### src/rtl/img_window_sched.sv
// Bouncing image-window scheduler for the DVI raster: per-pixel requests,
// frame restarts and per-frame count check. Optional border: IMG_WIN_BORDER_EN.
module img_window_sched #(
    parameter int CW       = 12,
    parameter int H_ACTIVE = 640,
    parameter int V_ACTIVE = 480,
    parameter int IMG_W    = 225,
    parameter int IMG_H    = 225,
    parameter int START_X  = 50,
    parameter int START_Y  = 50,
    parameter int STEP_X   = 1,
    parameter int STEP_Y   = 1
) (
    input  logic          clk_i,
    input  logic          rst_n,
    input  logic [CW-1:0] i_hcnt,
    input  logic [CW-1:0] i_vcnt,
    input  logic          i_vsync,
    input  logic          i_enable,
    input  logic          i_pause,
    output logic          o_req,
    output logic          o_frame_start,
    output logic [CW-1:0] o_pos_x,
    output logic [CW-1:0] o_pos_y,
    output logic          o_err
`ifdef IMG_WIN_BORDER_EN
    ,
    output logic          o_border
`endif
);

    localparam logic [1:0] S_IDLE = 2'd0;
    localparam logic [1:0] S_WAIT = 2'd1;
    localparam logic [1:0] S_ACT  = 2'd2;
    localparam logic [1:0] S_UPD  = 2'd3;

    localparam logic [CW:0] X_MAX = (CW+1)'(H_ACTIVE - IMG_W);
    localparam logic [CW:0] Y_MAX = (CW+1)'(V_ACTIVE - IMG_H);
    localparam logic [CW:0] SX    = (CW+1)'(STEP_X);
    localparam logic [CW:0] SY    = (CW+1)'(STEP_Y);
    localparam logic [CW:0] IW    = (CW+1)'(IMG_W);
    localparam logic [CW:0] IH    = (CW+1)'(IMG_H);

    localparam logic [2*CW-1:0] CNT_EXP = (2*CW)'(IMG_W * IMG_H);

    logic [1:0]      r_state;
    logic [1:0]      w_nstate;
    logic            r_vs_q;
    logic            w_vs_fall;
    logic            r_req;
    logic            r_fs;
    logic            r_err;
    logic [CW-1:0]   r_pos_x;
    logic [CW-1:0]   r_pos_y;
    logic            r_dx;
    logic            r_dy;
    logic [2*CW-1:0] r_cnt;

    logic [CW:0]     w_hc;
    logic [CW:0]     w_vc;
    logic [CW:0]     w_px;
    logic [CW:0]     w_py;
    logic [CW:0]     w_x_end;
    logic [CW:0]     w_y_end;
    logic            w_win;
    logic            w_upd;
    logic [CW:0]     w_bx;
    logic [CW:0]     w_by;

    // Returns {new_dir, new_pos}; dir=1 means moving toward the far edge.
    function automatic logic [CW:0] bounce(
        input logic [CW-1:0] pos,
        input logic          dir,
        input logic [CW:0]   step,
        input logic [CW:0]   lim
    );
        logic [CW:0] sum;
        logic [CW:0] res;
        sum = {1'b0, pos} + step;
        res = {dir, pos};
        if (dir) begin
            if (sum >= lim) begin
                res = {1'b0, lim[CW-1:0]};
            end else begin
                res = {1'b1, sum[CW-1:0]};
            end
        end else begin
            if ({1'b0, pos} <= step) begin
                res = {1'b1, {CW{1'b0}}};
            end else begin
                res = {1'b0, pos - step[CW-1:0]};
            end
        end
        return res;
    endfunction

    assign w_vs_fall = r_vs_q & ~i_vsync;

    assign w_hc    = {1'b0, i_hcnt};
    assign w_vc    = {1'b0, i_vcnt};
    assign w_px    = {1'b0, r_pos_x};
    assign w_py    = {1'b0, r_pos_y};
    assign w_x_end = w_px + IW;
    assign w_y_end = w_py + IH;

    assign w_win = (w_hc >= w_px) && (w_hc < w_x_end) &&
                   (w_vc >= w_py) && (w_vc < w_y_end);

    assign w_upd = (r_state == S_UPD) && i_enable;

    assign w_bx = bounce(r_pos_x, r_dx, SX, X_MAX);
    assign w_by = bounce(r_pos_y, r_dy, SY, Y_MAX);

    always_comb begin
        w_nstate = r_state;
        unique case (r_state)
            S_IDLE: w_nstate = S_WAIT;
            S_WAIT: if (w_vs_fall) w_nstate = S_ACT;
            S_ACT:  if (w_vs_fall) w_nstate = S_UPD;
            S_UPD:  w_nstate = S_ACT;
            default: w_nstate = S_IDLE;
        endcase
        if (!i_enable) w_nstate = S_IDLE;
    end

    always_ff @(posedge clk_i or negedge rst_n) begin
        if (!rst_n) begin
            r_state <= S_IDLE;
            r_vs_q  <= 1'b0;
            r_req   <= 1'b0;
            r_fs    <= 1'b0;
        end else begin
            r_state <= w_nstate;
            r_vs_q  <= i_vsync;
            r_req   <= w_win && (r_state == S_ACT) && i_enable;
            r_fs    <= i_enable && w_vs_fall &&
                       ((r_state == S_WAIT) || (r_state == S_ACT));
        end
    end

    // Counter restarts at every frame boundary and whenever idle.
    always_ff @(posedge clk_i or negedge rst_n) begin
        if (!rst_n) begin
            r_cnt <= '0;
        end else if ((r_state == S_IDLE) || (r_state == S_UPD) ||
                     ((r_state == S_WAIT) && w_vs_fall)) begin
            r_cnt <= '0;
        end else if (r_req && (r_cnt != '1)) begin
            r_cnt <= r_cnt + 1'b1;
        end
    end

    always_ff @(posedge clk_i or negedge rst_n) begin
        if (!rst_n) begin
            r_err <= 1'b0;
        end else if (w_upd && (r_cnt != CNT_EXP)) begin
            r_err <= 1'b1;
        end
    end

    always_ff @(posedge clk_i or negedge rst_n) begin
        if (!rst_n) begin
            r_pos_x <= CW'(START_X);
            r_pos_y <= CW'(START_Y);
            r_dx    <= 1'b1;
            r_dy    <= 1'b1;
        end else if (w_upd && !i_pause) begin
            r_pos_x <= w_bx[CW-1:0];
            r_dx    <= w_bx[CW];
            r_pos_y <= w_by[CW-1:0];
            r_dy    <= w_by[CW];
        end
    end

    assign o_req         = r_req;
    assign o_frame_start = r_fs;
    assign o_pos_x       = r_pos_x;
    assign o_pos_y       = r_pos_y;
    assign o_err         = r_err;

`ifdef IMG_WIN_BORDER_EN
    logic        r_border;
    logic [CW:0] w_hc_p1;
    logic [CW:0] w_vc_p1;
    logic        w_ring;
    logic        w_on_scr;

    assign w_hc_p1 = w_hc + 1'b1;
    assign w_vc_p1 = w_vc + 1'b1;

    // One-pixel ring: the window grown by one on every side, minus the window.
    assign w_ring = (w_hc_p1 >= w_px) && (w_hc <= w_x_end) &&
                    (w_vc_p1 >= w_py) && (w_vc <= w_y_end) && !w_win;

    assign w_on_scr = (w_hc < (CW+1)'(H_ACTIVE)) &&
                      (w_vc < (CW+1)'(V_ACTIVE));

    always_ff @(posedge clk_i or negedge rst_n) begin
        if (!rst_n) begin
            r_border <= 1'b0;
        end else begin
            r_border <= w_ring && w_on_scr &&
                        (r_state == S_ACT) && i_enable;
        end
    end

    assign o_border = r_border;
`endif

endmodule

### config.mk
export PLATFORM = sky130hd
export DESIGN_NAME = img_window_sched
export DESIGN_NICKNAME = d
export VERILOG_FILES = /design/src/rtl/img_window_sched.sv
export SDC_FILE = /design/constraint.sdc
export NUM_CORES = 1
export LEC_CHECK = 0
export CORE_AREA = 2 2 98 100
export CTS_CLUSTER_SIZE = 30
export DETAILED_ROUTE_END_ITERATION = 16
export DIE_AREA = 0 0 100 102
export GPL_TIMING_DRIVEN = 0
export PLACE_DENSITY = 0.84
export SLEW_MARGIN = 40
export SYNTH_ARGS = -nofsm -noshare
export SYNTH_HDL_FRONTEND = slang
export SYNTH_SLANG_ARGS = --single-unit
export TNS_END_PERCENT = 5
### constraint.sdc
create_clock -name clk_i -period 6 [get_ports clk_i]
set_input_delay 1.2 -clock clk_i [delete_from_list [all_inputs] [get_ports clk_i]]
set_output_delay 1.2 -clock clk_i [all_outputs]
set_load 0.005 [all_outputs]
==> flow_summary.json, run 1 <==
{
  "n_fill_cell": 773,
  "synth_nets": 688,
  "min_period_over_period": 0.5513,
  "die_area_mm2": 0.01020,
  "hold_depth": 1,
  "slowest_stage": "clkdlybuf4s50_1",
  "fin_ws_ns": 2.692,
  "rsz0062_at_grt": "false",
  "vdd_drop_max_mv": 0.2778,
  "cp_cell_sequence": "clkdlybuf4s50_1 -> nand2_1 -> or2_2 -> clkbuf_1 -> a21oi_1 -> a21boi_0 -> a21oi_1 -> o21ai_0",
  "r2r_start": "o_pos_y[1]",
  "cp_max_fo": 9,
  "cts-resized-gates": 0,
  "setup_viol": 0,
  "htreeDepth": 2,
  "diodes": 0,
  "root_buffer": "clkbuf_8",
  "switching_share": 0.4427,
  "cp_common_cell": "a21oi_1",
  "ys_ff_latch": 56,
  "seq_area_frac_synth": 0.2844,
  "wire_per_inst_um": 16.21,
  "fin_nets": 751,
  "finish.utilization": 0.6327,
  "port_buffers": 55,
  "worst_pin_slew_ns": 0.5490,
  "drive_gt1_frac": 0.06354,
  "clockBufferDepth": 2,
  "first_global_vias": 4672,
  "switching_power_mw": 0.7167,
  "grt_overflow_total": 0,
  "top_layer_used": "met4",
  "ff_latch_area_mm2": 0.001411,
  "die_w_um": 100,
  "path_buf_inv": 2,
  "initial_core_util": 0.5448,
  "post-cts-setup-buffers": 0,
  "grt_max_degree": 45,
  "seqPwrFrac": 0.314,
  "synthCells": 597,
  "met2_length_um": 6243,
  "pre_cts_slack_ns": 2.444,
  "finalHoldViolations": 0,
  "synthArstFlopShare": 1.000,
  "drv_cap": 0,
  "r2r-end": "o_req",
  "fin_tns_setup_ns": 0,
  "design.portCount": 56,
  "crit_type": "input pin to register",
  "finalMaxSlewViolations": 0,
  "slew_headroom": 0.6310,
  "row_count": 35,
  "reg2reg_slack_ns": 2.90,
  "dr.pass1.iters": 5,
  "antenna_found_initial": 0,
  "yosysUniqueCellTypes": 61,
  "p_int_mw": 0.9022,
  "drtIter0Drc": 273,
  "max_stage_delay_ns": 0.55,
  "drt-met1-wl_um": 5298,
  "dp.cells": 764,
  "vias": 4636,
  "synth_edf_count": 0,
  "startpoint_type": "input pin",
  "chipHeight_um": 102,
  "avgSynthCellArea_um2": 8.312,
  "powerDensity_mw_per_mm2": 280.9,
  "clk_latency_ns": 0.32,
  "cts_buffers": 5,
  "clock_skew_ns": 0.004724,
  "grt.total_usage": 0.2536,
  "syn_area_mm2": 0.004962,
  "cts_tree": "yes",
  "area_growth_pct": 16.14,
  "multi_input_area_mm2": 0.003292,
  "wl_um": 12510,
  "arrival_ns": 3.54,
  "hold_class": "register to register",
  "core_area_mm2": 0.009109,
  "cts.clk_slew.worst_paths_ns": 0.10,
  "crit_family": "compound AO/OA/AOI/OAI gates",
  "p_comb_frac": 0.552,
  "ys_warn_count": 0,
  "holdPathEnd": "o_err",
  "p_leak_nw": 2.481,
  "period_minus_slack_ns": 3.308,
  "hold_start": "o_err",
  "cp.required_ns": 6.23,
  "met3_length_um": 629,
  "final_cells": 772,
  "viasPerCell": 6.005,
  "synth_ff_type": "dfrtp_1",
  "place_congestion": 0.9430,
  "holdBufCountCts": 0,
  "grt_pass1_wl_um": 21220,
  "drtAntennaViolNets": 0,
  "timing.fmax_mhz": 302.3,
  "outcome": "finished clean",
  "cts.sinks": 56,
  "endpoint_kind": "register",
  "clockPowerShare": 0.134,
  "drc": 0,
  "place_hpwl_um": 9705,
  "rr_worst_depth": 12
}
[final cells by class]
type	instances	share of cell area
Timing Repair Buffer	56	0.09987
Inverter	38	0.02475
Tap cell	111	0.02410
Buffer	24	0.02019
Clock buffer	6	0.01259
Multi-Input combinational cell	479	0.5712
Sequential cell	56	0.2449
Clock inverter	2	0.002388
[kinds of logic after synthesis]
logic type	Yosys count	synth area share
simple gates	224	0.2305
compound gates	135	0.1740
buf+inv	62	0.05219
fa+ha+maj	62	0.1563
xor+xnor	57	0.1006
flops	56	0.2844
mux	1	0.002017
[per-stage QoR]
step / power [mW] / hold WS, ns / instance area, um^2
after global placement: 1.342 / 0.4608 / 5652
after global routing: 1.751 / 0.4991 / 5763
after CTS: 1.610 / 0.4892 / 5763
final: 1.619 / 0.4789 / 5763
after floorplan: 1.084 / 0.4650 / 4962
after detailed placement: 1.392 / 0.4652 / 5677
[power by group through the flow]
stage	Sequential (mW)	Clock [mW]	Combinational, mW
2_1_floorplan	0.500	0	0.584
6_report	0.508	0.217	0.894
3_5_place_dp	0.514	0	0.877
5_1_grt	0.518	0.230	1.00
3_3_place_gp	0.511	0	0.830
4_1_cts	0.507	0.217	0.886
[state kept, by name, indices dropped and copies added (netlist names)]
signal,flops
r_cnt,24
o_err,1
r_dy,1
o_frame_start,1
r_state,2
o_req,1
o_pos_y,12
r_dx,1
o_pos_x,12
r_vs_q,1
[cells in the final DEF (no fill, tap or decap), types with 11 or more instances in the layout]
master | Yosys | layout
ha_1 | 62 | 62
clkdlybuf4s50_1 | 0 | 54
nor2_1 | 52 | 52
nand2_1 | 52 | 52
dfrtp_1 | 48 | 48
xnor2_1 | 41 | 41
o21ai_0 | 39 | 39
inv_1 | 36 | 36
a21oi_1 | 28 | 28
nand3_1 | 25 | 25
nand4_1 | 19 | 19
nor3_1 | 17 | 17
xor2_1 | 16 | 16
clkbuf_1 | 14 | 15
and3_1 | 13 | 13
a21o_1 | 13 | 13
a31oi_1 | 11 | 11
[worst register-to-register path, stage by stage (launching register included)]
cell and delay (ns):
dfstp_2 0.63, ha_1 0.22, and4_1 0.21, clkbuf_1 0.20, nand2b_1 0.22, nand3_1 0.12
xnor2_1 0.15, ha_1 0.29, a21oi_1 0.14, nor2b_1 0.06, o21ai_0 0.28, o2111ai_1 0.20
nor4_1 0.28
[how the worst max path moves through the flow]
stage | to | slack, ns | from | cells after the start
3_3_place_gp | o_pos_x[0] | 2.04 | rst_n | 1
6_report | o_pos_y[6] | 2.69 | i_enable | 8
2_1_floorplan | o_req | 3.44 | o_pos_y[1] | 12
5_1_grt | o_pos_y[4] | 2.58 | i_enable | 9
3_5_place_dp | o_pos_y[7] | 2.44 | i_enable | 8
4_1_cts | o_pos_y[7] | 2.81 | i_enable | 8
[cells in the mapped netlist, drive strengths merged (9+ instances only)]
library cell | n | area (um^2)
inv | 37 | 138.9
o21ai | 42 | 214.0
a21o | 13 | 97.59
xnor2 | 41 | 359.1
a31oi | 11 | 68.82
nand4 | 19 | 118.9
buf | 9 | 58.80
nand2 | 54 | 207.7
and3 | 13 | 81.33
dfrtp | 48 | 1201
nor3 | 17 | 85.08
xor2 | 16 | 140.1
nor4 | 10 | 83.83
ha | 62 | 775.7
nand2b | 10 | 62.56
clkbuf | 15 | 57.55
nand3 | 26 | 142.6
a21oi | 28 | 140.1
nor2 | 52 | 195.2
[layer usage]
layer | vias up | global-route usage
li1 | 2249 | -
met1 | 2185 | 0.3155
met2 | 165 | 0.4579
met3 | 37 | 0.02873
met4 | 0 | 0.08957
met5 | - | 0
Note: power is estimated with default switching activity, not from simulation.
==> inputs of run 2 (changes only) <==
CORE_AREA = 2 2 101 103   (was 2 2 98 100)
DIE_AREA = 0 0 103 105   (was 0 0 100 102)
PLACE_DENSITY = 0.83   (was 0.84)
clock period = 2.87 ns   (was 6 ns; I/O delays follow)
==> flow_summary.json, run 2 (synthesis gave the netlist of run 1 again) <==
{
  "layout.cells.most_common_list": "ha_1, clkdlybuf4s50_1, nor2_1, nand2_1, dfrtp_1",
  "finalHoldViolations": 0,
  "cts_tree": "yes",
  "fin_ws_ns": 0.1002,
  "arrival_ns": 3.01,
  "setup_viol": 0,
  "largest_reg_flops": 24,
  "pre_cts_slack_ns": -0.1047,
  "drc": 0,
  "slew_headroom": 0.6260,
  "fin_tns_setup_ns": 0,
  "p_int_mw": 1.916,
  "first_global_vias": 4510,
  "finalMaxSlewViolations": 0,
  "clock_skew_ns": 0.009337,
  "diodes": 0,
  "wl_um": 12540,
  "top_register": "r_cnt",
  "crit_type": "register to register",
  "startpoint_type": "register",
  "p_leak_nw": 2.499,
  "cp_max_fo": 8,
  "viasPerCell": 5.858,
  "grt_overflow_total": 0,
  "core_area_mm2": 0.009639,
  "switching_power_mw": 1.517,
  "whs_ns": 0.07902,
  "switching_share": 0.4418,
  "endpoint_kind": "register",
  "drtAntennaViolNets": 0,
  "cts_buffers": 5,
  "clockBufferDepth": 2,
  "rr_worst_depth": 13,
  "grt_max_degree": 42,
  "finalPower_mw": 3.433,
  "antenna_found_initial": 0,
  "design.portCount": 56,
  "fin_nets": 754,
  "place_congestion": 0.9534,
  "hold_class": "input pin to async pin",
  "grt.total_usage": 0.2374,
  "timing.fmax_mhz": 361.0,
  "final_common_cell": "ha_1",
  "worst_pin_slew_ns": 0.5563,
  "place_hpwl_um": 9642,
  "period_minus_slack_ns": 2.770,
  "r2r_start": "o_pos_x[1]",
  "drv_cap": 0,
  "area_growth_pct": 17.95,
  "vdd_drop_max_mv": 0.4902,
  "chipHeight_um": 105,
  "drive_gt1_frac": 0.08584,
  "die_area_mm2": 0.01082,
  "clockPowerShare": 0.138,
  "cp.required_ns": 3.11,
  "drtIter0Drc": 287,
  "r2r-end": "o_req",
  "min_period_over_period": 0.9651,
  "finish.utilization": 0.6072,
  "cts.clk_slew.worst_paths_ns": 0.11,
  "cts.sinks": 56,
  "p_comb_frac": 0.554,
  "vias": 4669,
  "dr.pass1.iters": 5,
  "wire_per_inst_um": 15.73,
  "outcome": "finished clean",
  "n_fill_cell": 832,
  "reg2reg_slack_ns": 0.10,
  "row_count": 36,
  "die_w_um": 103,
  "port_buffers": 55,
  "clk_latency_ns": 0.33,
  "grt_pass1_wl_um": 20960,
  "htreeDepth": 2,
  "powerDensity_mw_per_mm2": 586.5,
  "initial_core_util": 0.5148,
  "seqPwrFrac": 0.308,
  "root_buffer": "clkbuf_8"
}
==> run 2: changes by cell type in the layout (fill, tap and decap cells not counted), sizes merged <==
cell and delta:
buf +4, inv +1, clkbuf -2, clkinvlp +2, clkinv -2
==> run 2: how the worst max path moves through the flow <==
stage	from	endpoint	slack [ns]	depth (start not counted)
global route	o_pos_x[1]	o_req	-0.03	13
detailed placement	i_enable	o_pos_y[7]	-0.10	8
global placement	rst_n	o_pos_x[0]	-0.52	1
floorplan	o_pos_y[1]	o_req	0.31	12
finish	o_pos_x[1]	o_req	0.10	13
CTS	o_pos_x[1]	o_req	0.004	10
==> run 2: critical path, stage by stage (launching register included) <==
cell and delay (ns):
dfstp_2 0.57, ha_1 0.15, buf_2 0.20, nand4_1 0.13
buf_4 0.20, nand2_1 0.08, xnor2_1 0.11, ha_1 0.25
and4_1 0.21, a21oi_1 0.14, nand2_1 0.06, a31oi_1 0.16
o32ai_1 0.15, nor4_1 0.26
==> run 2: power by group through the flow <==
stage          Clock, mW  Sequential, mW  Combinational (mW)
2_1_floorplan          0            1.04                1.22
3_3_place_gp           0            1.06                1.74
3_5_place_dp           0            1.07                1.82
4_1_cts            0.483            1.06                1.85
5_1_grt            0.525            1.07                2.12
6_report           0.473            1.06                1.90
==> run 2: routing by layer <==
layer | GRT usage | vias up | wire (um)
li1 | - | 2255 | -
met1 | 0.3188 | 2207 | 5391
met2 | 0.3854 | 177 | 6072
met3 | 0.04080 | 30 | 797
met4 | 0.07425 | 0 | 278
met5 | 0 | - | 0
==> run 2: layout make-up <==
class	instances	area, um^2	share of cell area
Buffer	22	111.4	0.01903
Clock buffer	5	68.82	0.01176
Clock inverter	3	26.28	0.004489
Inverter	38	142.6	0.02437
Multi-Input combinational cell	479	3319	0.5671
Sequential cell	56	1413	0.2413
Tap cell	133	166.4	0.02843
Timing Repair Buffer	61	605.6	0.1035
==> run 2: what timing repair did <==
| item | 4_1_cts | 5_1_grt |
|---|---|---|
| setup endpoints to repair | 1 | 1 |
| gates resized for setup | 1 | 11 |
| pin swaps | 0 | 3 |
| cloned | 0 | 0 |
| hold buffers | 0 | 0 |
| buffers inserted | 0 | 5 |
| endpoints found under the hold margin | 0 | 0 |
==> run 2: metrics by stage <==
stage	area, um^2	std cells
after floorplan	4962	597
after global placement	5679	785
after detailed placement	5697	786
after CTS	5794	793
after global routing	5853	797
final	5853	797
